[src/rtl/ili_pio_ctrl_if.sv]
// Avalon-MM slave bus bundle for the panel parallel I/O block.
// The master drives the address and write strobes; the slave returns
// zero-latency read data.
interface ili_pio_ctrl_if #(
    parameter int WIDTH = 8
);
    logic [2:0]       address;
    logic             chipselect;
    logic             write_n;
    logic [WIDTH-1:0] writedata;
    logic [WIDTH-1:0] readdata;

    modport master (
        output address, chipselect, write_n, writedata,
        input  readdata
    );

    modport slave (
        input  address, chipselect, write_n, writedata,
        output readdata
    );
endinterface

[src/rtl/ili_pio_ctrl.sv]
// Parallel I/O slave for TFT/SD panel control lines.
// It provides atomic set/clear, per-bit direction and self-timed output
// pulses. Inputs are synchronised, and their edges are captured into a
// maskable interrupt.
module ili_pio_ctrl #(
    parameter int               WIDTH        = 8,
    parameter logic [WIDTH-1:0] RESET_VALUE  = '1,
    parameter logic [WIDTH-1:0] DIR_RESET    = '1,
    parameter int               EDGE_TYPE    = 0,
    parameter int               PULSE_CYCLES = 1000
) (
    input  logic             clk,
    input  logic             reset_n,
    ili_pio_ctrl_if.slave    bus,
    input  logic [WIDTH-1:0] in_port,
    output logic [WIDTH-1:0] out_port,
    output logic [WIDTH-1:0] oe,
    output logic             irq
);
    localparam int              CW        = (PULSE_CYCLES > 1) ? $clog2(PULSE_CYCLES) : 1;
    localparam logic [CW-1:0]   PCNT_LOAD = CW'(PULSE_CYCLES - 1);

    localparam logic [2:0] ADDR_DATA    = 3'd0;
    localparam logic [2:0] ADDR_DIR     = 3'd1;
    localparam logic [2:0] ADDR_IRQMASK = 3'd2;
    localparam logic [2:0] ADDR_EDGE    = 3'd3;
    localparam logic [2:0] ADDR_OUTSET  = 3'd4;
    localparam logic [2:0] ADDR_OUTCLR  = 3'd5;
    localparam logic [2:0] ADDR_PULSE   = 3'd6;
    localparam logic [2:0] ADDR_INPUT   = 3'd7;

    logic [WIDTH-1:0] data_out_reg;
    logic [WIDTH-1:0] dir_reg;
    logic [WIDTH-1:0] irq_mask_reg;
    logic [WIDTH-1:0] edge_cap_reg;
    logic [WIDTH-1:0] pulse_mask_reg;
    logic [CW-1:0]    pcnt_reg;
    logic [WIDTH-1:0] sync1_reg;
    logic [WIDTH-1:0] sync2_reg;
    logic [WIDTH-1:0] prev_reg;
    logic [1:0]       warm_reg;

    logic             wr_en;
    logic [WIDTH-1:0] edge_raw;
    logic [WIDTH-1:0] edge_detected;
    logic [WIDTH-1:0] edge_clr;

    assign wr_en = bus.chipselect & ~bus.write_n;

    // Output data register, which also applies the atomic set/clear aliases.
    always_ff @(posedge clk or negedge reset_n) begin
        if (!reset_n) begin
            data_out_reg <= RESET_VALUE;
        end else if (wr_en) begin
            case (bus.address)
                ADDR_DATA:   data_out_reg <= bus.writedata;
                ADDR_OUTSET: data_out_reg <= data_out_reg | bus.writedata;
                ADDR_OUTCLR: data_out_reg <= data_out_reg & ~bus.writedata;
                default:     data_out_reg <= data_out_reg;
            endcase
        end
    end

    // Direction and interrupt mask registers.
    always_ff @(posedge clk or negedge reset_n) begin
        if (!reset_n) begin
            dir_reg      <= DIR_RESET;
            irq_mask_reg <= '0;
        end else if (wr_en) begin
            if (bus.address == ADDR_DIR)     dir_reg      <= bus.writedata;
            if (bus.address == ADDR_IRQMASK) irq_mask_reg <= bus.writedata;
        end
    end

    // Pulse engine. A new write always restarts the pulse with a full count,
    // and a write of zero cancels it. Otherwise a busy mask counts down and
    // self-clears on the edge where the count is already zero.
    always_ff @(posedge clk or negedge reset_n) begin
        if (!reset_n) begin
            pulse_mask_reg <= '0;
            pcnt_reg       <= '0;
        end else if (wr_en && bus.address == ADDR_PULSE) begin
            pulse_mask_reg <= bus.writedata;
            pcnt_reg       <= PCNT_LOAD;
        end else if (pulse_mask_reg != '0) begin
            if (pcnt_reg == '0) begin
                pulse_mask_reg <= '0;
            end else begin
                pcnt_reg <= pcnt_reg - 1'b1;
            end
        end
    end

    // Two-flop synchroniser, plus a delayed copy used for edge comparison
    // and a warm-up counter that masks edges until the pipeline holds real pin data.
    always_ff @(posedge clk or negedge reset_n) begin
        if (!reset_n) begin
            sync1_reg <= '0;
            sync2_reg <= '0;
            prev_reg  <= '0;
            warm_reg  <= '0;
        end else begin
            sync1_reg <= in_port;
            sync2_reg <= sync1_reg;
            prev_reg  <= sync2_reg;
            if (warm_reg != 2'd3) warm_reg <= warm_reg + 2'd1;
        end
    end

    // Per-bit edge detector selected at elaboration time.
    for (genvar gi = 0; gi < WIDTH; gi++) begin : g_edge
        if (EDGE_TYPE == 0) begin : g_rise
            assign edge_raw[gi] = sync2_reg[gi] & ~prev_reg[gi];
        end else if (EDGE_TYPE == 1) begin : g_fall
            assign edge_raw[gi] = ~sync2_reg[gi] & prev_reg[gi];
        end else begin : g_any
            assign edge_raw[gi] = sync2_reg[gi] ^ prev_reg[gi];
        end
    end

    assign edge_detected = (warm_reg == 2'd3) ? edge_raw : '0;
    assign edge_clr      = (wr_en && bus.address == ADDR_EDGE) ? bus.writedata : '0;

    // Edge capture. The clear is applied before the OR, so a new edge on
    // the same cycle as its write-1-to-clear keeps the bit set.
    always_ff @(posedge clk or negedge reset_n) begin
        if (!reset_n) begin
            edge_cap_reg <= '0;
        end else begin
            edge_cap_reg <= (edge_cap_reg & ~edge_clr) | edge_detected;
        end
    end

    // Zero-latency read multiplexer. Write-only aliases read as zero.
    always_comb begin
        bus.readdata = '0;
        case (bus.address)
            ADDR_DATA:    bus.readdata = data_out_reg;
            ADDR_DIR:     bus.readdata = dir_reg;
            ADDR_IRQMASK: bus.readdata = irq_mask_reg;
            ADDR_EDGE:    bus.readdata = edge_cap_reg;
            ADDR_PULSE:   bus.readdata = pulse_mask_reg;
            ADDR_INPUT:   bus.readdata = sync2_reg;
            default:      bus.readdata = '0;
        endcase
    end

    assign out_port = data_out_reg ^ pulse_mask_reg;
    assign oe       = dir_reg;
    assign irq      = |(edge_cap_reg & irq_mask_reg);

endmodule

[src/flat_wrapper.sv]
// flat-port wrapper written by rule: the top's interface ports become plain ports
module ili_pio_ctrl_flat 
#(
    parameter int               WIDTH        = 8,
    parameter logic [WIDTH-1:0] RESET_VALUE  = '1,
    parameter logic [WIDTH-1:0] DIR_RESET    = '1,
    parameter int               EDGE_TYPE    = 0,
    parameter int               PULSE_CYCLES = 1000
)
  (clk, reset_n, in_port, out_port, oe, irq, bus_address, bus_chipselect, bus_write_n, bus_writedata, bus_readdata);
  ili_pio_ctrl_if #(.WIDTH(WIDTH)) bus_i ();
  input  logic clk;
  input  logic reset_n;
  input  logic [WIDTH-1:0] in_port;
  output logic [WIDTH-1:0] out_port;
  output logic [WIDTH-1:0] oe;
  output logic irq;
  input wire logic [$bits(bus_i.address)-1:0] bus_address;
  input wire logic [$bits(bus_i.chipselect)-1:0] bus_chipselect;
  input wire logic [$bits(bus_i.write_n)-1:0] bus_write_n;
  input wire logic [$bits(bus_i.writedata)-1:0] bus_writedata;
  output wire logic [$bits(bus_i.readdata)-1:0] bus_readdata;
  assign bus_i.address = bus_address;
  assign bus_i.chipselect = bus_chipselect;
  assign bus_i.write_n = bus_write_n;
  assign bus_i.writedata = bus_writedata;
  assign bus_readdata = bus_i.readdata;
  ili_pio_ctrl #(.WIDTH(WIDTH), .RESET_VALUE(RESET_VALUE), .DIR_RESET(DIR_RESET), .EDGE_TYPE(EDGE_TYPE), .PULSE_CYCLES(PULSE_CYCLES)) u_core (.clk(clk), .reset_n(reset_n), .bus(bus_i), .in_port(in_port), .out_port(out_port), .oe(oe), .irq(irq));
endmodule
[config.mk]
export PLATFORM = sky130hd
export DESIGN_NAME = ili_pio_ctrl_flat
export DESIGN_NICKNAME = d
export VERILOG_FILES = /design/src/rtl/ili_pio_ctrl_if.sv /design/src/rtl/ili_pio_ctrl.sv /design/src/flat_wrapper.sv
export SDC_FILE = /design/constraint.sdc
export NUM_CORES = 1
export LEC_CHECK = 0
export BUFFER_PORTS_ARGS = -buffer_cell sky130_fd_sc_hd__clkbuf_2
export CAP_MARGIN = 20
export CORE_MARGIN = 3
export CORE_UTILIZATION = 35
export CTS_BUF_LIST = sky130_fd_sc_hd__clkbuf_8
export DETAILED_ROUTE_END_ITERATION = 6
export PLACE_DENSITY = 0.57
export SETUP_SLACK_MARGIN = 0.4
export SYNTH_ARGS = -nofsm -noshare
export SYNTH_HDL_FRONTEND = slang
export SYNTH_SLANG_ARGS = --single-unit
[constraint.sdc]
create_clock -name clk -period 1.55 [get_ports clk]
set_input_delay 0.155 -clock clk [delete_from_list [all_inputs] [get_ports clk]]
set_output_delay 0.155 -clock clk [all_outputs]
set_load 0.05 [all_outputs]
==> results of run 1 <==
-- layer usage --
metal  part of all wire, %  track usage (%)
met5                     0                0
met4                  0.98             3.52
met3                   3.2             4.55
met2                    52             30.1
met1                    43             22.4
-- path summary, 6_finish.rpt --
| path | end | slack [ns] | start | cells after the start |
|---|---|---|---|---|
| max | bus_readdata[7] | -0.23 | u_core.pulse_mask_reg[7] | 6 |
| min | u_core.data_out_reg[3] | 0.06 | bus_writedata[3] | 2 |
| max reg2reg | u_core.pcnt_reg[1] | -0.15 | u_core.pulse_mask_reg[0] | 6 |
| min reg2reg | u_core.sync2_reg[7] | 0.35 | u_core.sync1_reg[7] | 0 |
| max in group asynchronous | u_core.oe[0] | 0.65 | reset_n | 3 |
| min in group asynchronous | u_core.pcnt_reg[2] | 0.28 | reset_n | 2 |
-- cell families after synthesis --
group / count (synthesis) / synth area share, %
buffers and inverters: 20 / 3.00
multiplexers: 33 / 11.6
XOR/XNOR: 9 / 2.25
flip-flops: 76 / 54.8
adder cells (fa/ha/maj): 2 / 0.713
AND/OR/NAND/NOR: 83 / 13.9
AO/OA/AOI/OAI: 69 / 13.7
-- placed cells by master (no fill, tap or decap), drive strengths merged, types with 8 or more instances in the layout --
master,count
buf,94
dfrtp,60
clkbuf,39
nand2,23
mux2,22
dfstp,16
nor2,16
o21ai,13
a21oi,12
a22o,10
inv,10
dlygate4sd3,9
xor2,8
nand3,8
-- critical path, delay by kind of cell (launching register included) --
family / cells / cell delay, ns
flip-flops: 1 / 0.44
buffers and inverters: 2 / 0.29
AO/OA/AOI/OAI: 2 / 0.25
AND/OR/NAND/NOR: 1 / 0.07
multiplexers: 1 / 0.25
-- cell type report --
class | instances | area (um2) | area share, %
Clock inverter | 6 | 93.8 | 1.63
Timing Repair Buffer | 132 | 1400 | 24.2
Clock buffer | 10 | 138 | 2.39
Inverter | 7 | 26.3 | 0.456
Multi-Input combinational cell | 196 | 2020 | 35.1
Sequential cell | 76 | 1930 | 33.4
Tap cell | 129 | 161 | 2.80
-- power by group through the flow --
| stage | combinational (uW) | clock, uW | sequential, uW |
|---|---|---|---|
| after detailed placement | 2110 | 0 | 2640 |
| final | 3140 | 1780 | 2630 |
| after floorplan | 1170 | 0 | 2840 |
| after global routing | 3310 | 1900 | 2670 |
| after global placement | 2090 | 0 | 2620 |
| after CTS | 2810 | 1820 | 2620 |
-- what timing repair did --
action                                  CTS  global route
hold endpoints to repair                 22             0
gates resized for setup                 103            48
hold buffers                              9             0
pin swaps                                20            27
buffers inserted                         19            10
endpoints found under the setup margin   52            52
-- metrics by stage --
stage	hold WS [ns]	setup WS (ns)	util (%)	area (um2)
floorplan	-0.141	-0.0159	-	3850
global placement	0.115	-0.0556	48.4	4600
detailed placement	0.116	-0.119	48.4	4600
CTS	0.0454	-0.244	58.2	5530
global route	0.0544	-0.279	60.7	5770
finish	0.0619	-0.234	60.7	5770
==> impl_results.md, run 1 <==
- Largest net degree at the start of global routing: 41
- Count leader, synth: dfrtp_1
- WL/cell: approximately 18 um
- Pwr dens: ~1300 mW/mm2
- Final period utilization: 115%
- Part of the power in registers: between 30% and 40%
- Critical path class: flip-flop to primary output
- Setup TNS: -2.43 ns
- Leak: ~0.0024 uW
- Fill cells: 757
- Clock share of power: 23.6%
- Post-synth ARST share: 100%
- Run status: finished with violations
- Cell Int Power: a little under 5000 uW
- Syn Nets: roughly 320
- Post-Layout Cell Count: ~560
- Relative slew slack: just over 70%
- Post-Synthesis Cells: about 290
- Final net count: roughly 450
- Slowest CP cell: dfrtp_2
- Placed insts: roughly 500
- Clk Latency, worst-skew pair: 0.35 ns
- Startpoint Class: flip-flop
- Yosys Warn Count: 0
- Rows: 35
- CTS H-tree lvls: 3
- Slowest stage delay, CP: roughly 0.44 ns
- Nature of the critical path endpoint: primary output
- DRC Markers: 0
- Violated checks: setup timing
- Reg clk slew, reported paths: ~0.09 ns
- Seq/Total Area, Yosys: around 55%
- Setup ws final: -0.234 ns
- First-pass GRT wire length: 15500 um
- Num Clock Sinks: 76
- Initial antenna violation count: 0
- Setup violations, final: 25
- Fmax: 0.560 GHz
- Grt ovf: 0
- Dpl hpwl: 6570 um
- Port bufs: 47
- GPL Wtd Cong: 0.831
- Critical-path cell list: buf_6 -> mux2_2 -> a22o_1 -> nand2_1 -> o21ai_2 -> buf_8
- Max Cap Viol: 0
- Post-synth EDFFs: 0
- Die Ht: between 100 and 150 um
- Logic pwr share: between 40% and 50%
- DRT antenna net count: 0
- Avg Inst Size Synth: between 10 and 15 um2
- #FFs+latches synth: between 70 and 80
- First drt pass iteration count: 5
- Mapped cell area: 0.00351 mm2
- I/O pins: between 40 and 50
- Core Footprint: around 0.0095 mm2
- Via Count: 2864
- CTS max path bufs: 2
- Die X: around 110 um
- Net switching power: approximately 2600 uW
- Initial DRC Count: 91
- WP data required: about 1.4 ns
- Final hold vios: 0
- Flip-flop count of the largest register after layout: 10
- Vias in the first global route: approximately 3000
- RSZ-0062 raised after global routing: true
- CTS tree: yes
- Worst-Margin Slew: about 0.42 ns
- Drt via density: around 5
- Synth top area cells: dfrtp_1, dfstp_2, mux2_2
- Switching share of power: about a third
- Power Total: around 7600 uW
- Post-synthesis cell type count: slightly below 50
- Crit path time final: roughly 1.8 ns
- Most instantiated cells after synthesis: dfrtp_1, nand2_1, mux2_2
- Area Growth Syn to Fin: 64.4%
- Worst VDD drop: 0.903 mV
- Post-Route WL: 9740 um
- Post-synth top flop: dfrtp_1
- Share of cells above drive strength 1: between 60 and 70%
- HP Class: input pin to flip-flop
- Total global-route track usage: 17.5%
- CTS Buf Count: 9
- Ant. Diodes: 0
- WP data arrival: around 1.6 ns
- Crit path max fanout: 2
- Top cell type's share of synthesized area: 42.8%
- Die ar.: roughly 0.011 mm2
- Clock Skew: slightly above 0.008 ns
- Starting Density: between 30 and 40%
- Final Slew Violations: 0
- Cell taking the most area after synthesis: dfrtp_1
- CTS Root Cell: clkbuf_8
(Power assumes the default switching activity.)
==> run 2, diff against run 1 <==
PLACE_DENSITY = 0.55   (was 0.57)
SLEW_MARGIN = 0   (was unset)
clock period = 2.2 ns   (was 1.55 ns; I/O delays follow)
==> impl_results.md, run 2 (synthesis gave the netlist of run 1 again) <==
- CTS Root Cell: clkbuf_8 (unchanged)
- Post-Route WL: 8550 um (was 9740 um)
- Leak: 0.00192 uW (was 0.00242 uW)
- Slowest CP cell: mux4_2 (was dfrtp_2)
- CTS H-tree lvls: 3 (unchanged)
- Top Usage Layer GRT: met2 (unchanged)
- Run status: complete, no violations (was finished with violations)
- Crit path max fanout: 2 (unchanged)
- WP data arrival: 1.59 ns (was 1.63 ns)
- DRT antenna net count: 0 (unchanged)
- Post-Layout Cell Count: 499 (was 556)
- DRC Markers: 0 (unchanged)
- Critical-path cell list: mux4_2 -> inv_2 -> o22ai_2 -> buf_8 (was buf_6 -> mux2_2 -> a22o_1 -> nand2_1 -> o21ai_2 -> buf_8)
- WP buf/inv: 2 (unchanged)
- Ant. Diodes: 0 (unchanged)
- Worst VDD drop: 0.516 mV (was 0.903 mV)
- Fmax: between 0.5 and 0.6 GHz
- Pwr dens: 948 mW/mm2 (was 1310 mW/mm2)
- Dpl hpwl: 5790 um (was 6570 um)
- CTS max path bufs: 2 (unchanged)
- Flip-flop count of the largest register after layout: 10 (unchanged)
- Drt via density: 5.22 (was 5.15)
- Final hold vios: 0 (unchanged)
- Worst-Margin Slew: 0.500 ns (was 0.417 ns)
- CTS Buf Count: 9 (unchanged)
- Met2 usage: 24.9% (was 30.1%)
- Area Growth Syn to Fin: 27.2% (was 64.4%)
- Max Cap Viol: 0 (unchanged)
- Startpoint Class: flip-flop (unchanged)
- Critical path class: flip-flop to primary output (unchanged)
- Placed insts: 465 (was 502)
- Share of cells above drive strength 1: 42.2% (was 60.9%)
- Port bufs: 47 (unchanged)
- Die ar.: 0.0113 mm2 (unchanged)
- Slowest stage delay, CP: 0.51 ns (was 0.44 ns)
- Commonest non-fill, non-tap cells in the layout: dfrtp_1, clkbuf_2, nand2_1 (was dfrtp_1, buf_4, buf_6)
- Most common cell after layout, fill and taps aside: dfrtp_1 (unchanged)
- Clk Latency, worst-skew pair: 0.36 ns (was 0.35 ns)
- Final net count: 390 (was 447)
- Met1 Track Usage GR: 21.5% (was 22.4%)
- Initial antenna violation count: 0 (unchanged)
- HP Class: input pin to flip-flop (unchanged)
- WL/cell: 17.1 um (was 17.5 um)
- Setup ws final: 0.393 ns (was -0.234 ns)
- Grt ovf: 0 (unchanged)
- Setup TNS: 0 ns (was -2.43 ns)
- M3 GR Usage: 2.55% (was 4.55%)
- Place WS: 0.300 ns (was -0.119 ns)
- Starting Density: 36.9% (unchanged)
- Vias in the first global route: 2557 (was 3002)
- Core Footprint: 0.00950 mm2 (unchanged)
- Die X: 106 um (unchanged)
- First-pass GRT wire length: 13800 um (was 15500 um)
- Via Count: 2603 (was 2864)
- I/O pins: 48 (unchanged)
- Critical path's top delay family: multiplexers (was flip-flops)
- Reg clk slew, reported paths: 0.08 ns (was 0.09 ns)
- WP data required: 1.98 ns (was 1.39 ns)
- Initial DRC Count: 126 (was 91)
- GPL Wtd Cong: 0.813 (was 0.831)
- Clock Skew: 0.0118 ns (was 0.00817 ns)
- RSZ-0062 raised after global routing: true (unchanged)
- Total global-route track usage: 15.8% (was 17.5%)
- Power Total: 4230 uW (was 7550 uW)
- Nature of the critical path endpoint: primary output (unchanged)
- CTS tree: yes (unchanged)
- Final Slew Violations: 0 (unchanged)
- Die Ht: 106 um (unchanged)
- Relative slew slack: 66.7% (was 72.2%)
- First drt pass iteration count: 4 (was 5)
- Rows: 35 (unchanged)
- Setup violations, final: 0 (was 25)
- Largest net degree at the start of global routing: 38 (was 41)
- Crit path time final: roughly 1.8 ns
- Final period utilization: between 80 and 90%
- Num Clock Sinks: 76 (unchanged)
run 2: area by class of cell:
class | count | area, um2
inverter | 7 | 26.3
clock inverter | 7 | 85.1
sequential | 76 | 1920
clock buffer | 9 | 124
tap | 129 | 161
multi-input combinational | 196 | 1580
timing repair buffer | 75 | 561
fill | 865 | 5040
run 2: path summary, 6_finish.rpt:
kind	startpoint	to	cells past startpoint	slack (ns)
min	bus_writedata[5]	u_core.data_out_reg[5]	2	0.09
max in group asynchronous	reset_n	u_core.data_out_reg[2]	3	1.18
min reg2reg	u_core.sync1_reg[1]	u_core.sync2_reg[1]	0	0.35
max	u_core.edge_cap_reg[5]	bus_readdata[5]	4	0.39
max reg2reg	u_core.pulse_mask_reg[5]	u_core.pcnt_reg[1]	4	0.48
min in group asynchronous	reset_n	u_core.pcnt_reg[0]	2	0.38
run 2: per-layer routing:
layer	vias up	wire length (um)
met5	-	0
met4	0	209
met3	14	311
met2	60	4030
met1	1304	4000
li1	1225	-
run 2: where the power goes:
part           leakage (uW)  internal [uW]  total [uW]  switching (uW)
logic              0.000966            473        1190             716
clock network      0.000112            627        1160             536
registers          0.000841           1640        1880             238
total               0.00192           2740        4230            1490
run 2: stage by stage:
stage / util (%) / instance area [um2] / hold WS [ns]
3_3_place_gp: 41.3 / 3930 / 0.228
6_report: 47.0 / 4460 / 0.0923
4_1_cts: 45.7 / 4340 / 0.0865
2_1_floorplan: - / 3520 / -0.0756
5_1_grt: 47.0 / 4460 / 0.0973
3_5_place_dp: 41.3 / 3930 / 0.218
run 2: timing repair:
action / in CTS / in global routing
hold buffers: 9 / 0
endpoints found under the setup margin: 18 / 21
gates resized for setup: 22 / 26
pin swaps: 0 / 3
buffers inserted: 4 / 5
endpoints found under the hold margin: 35 / 0
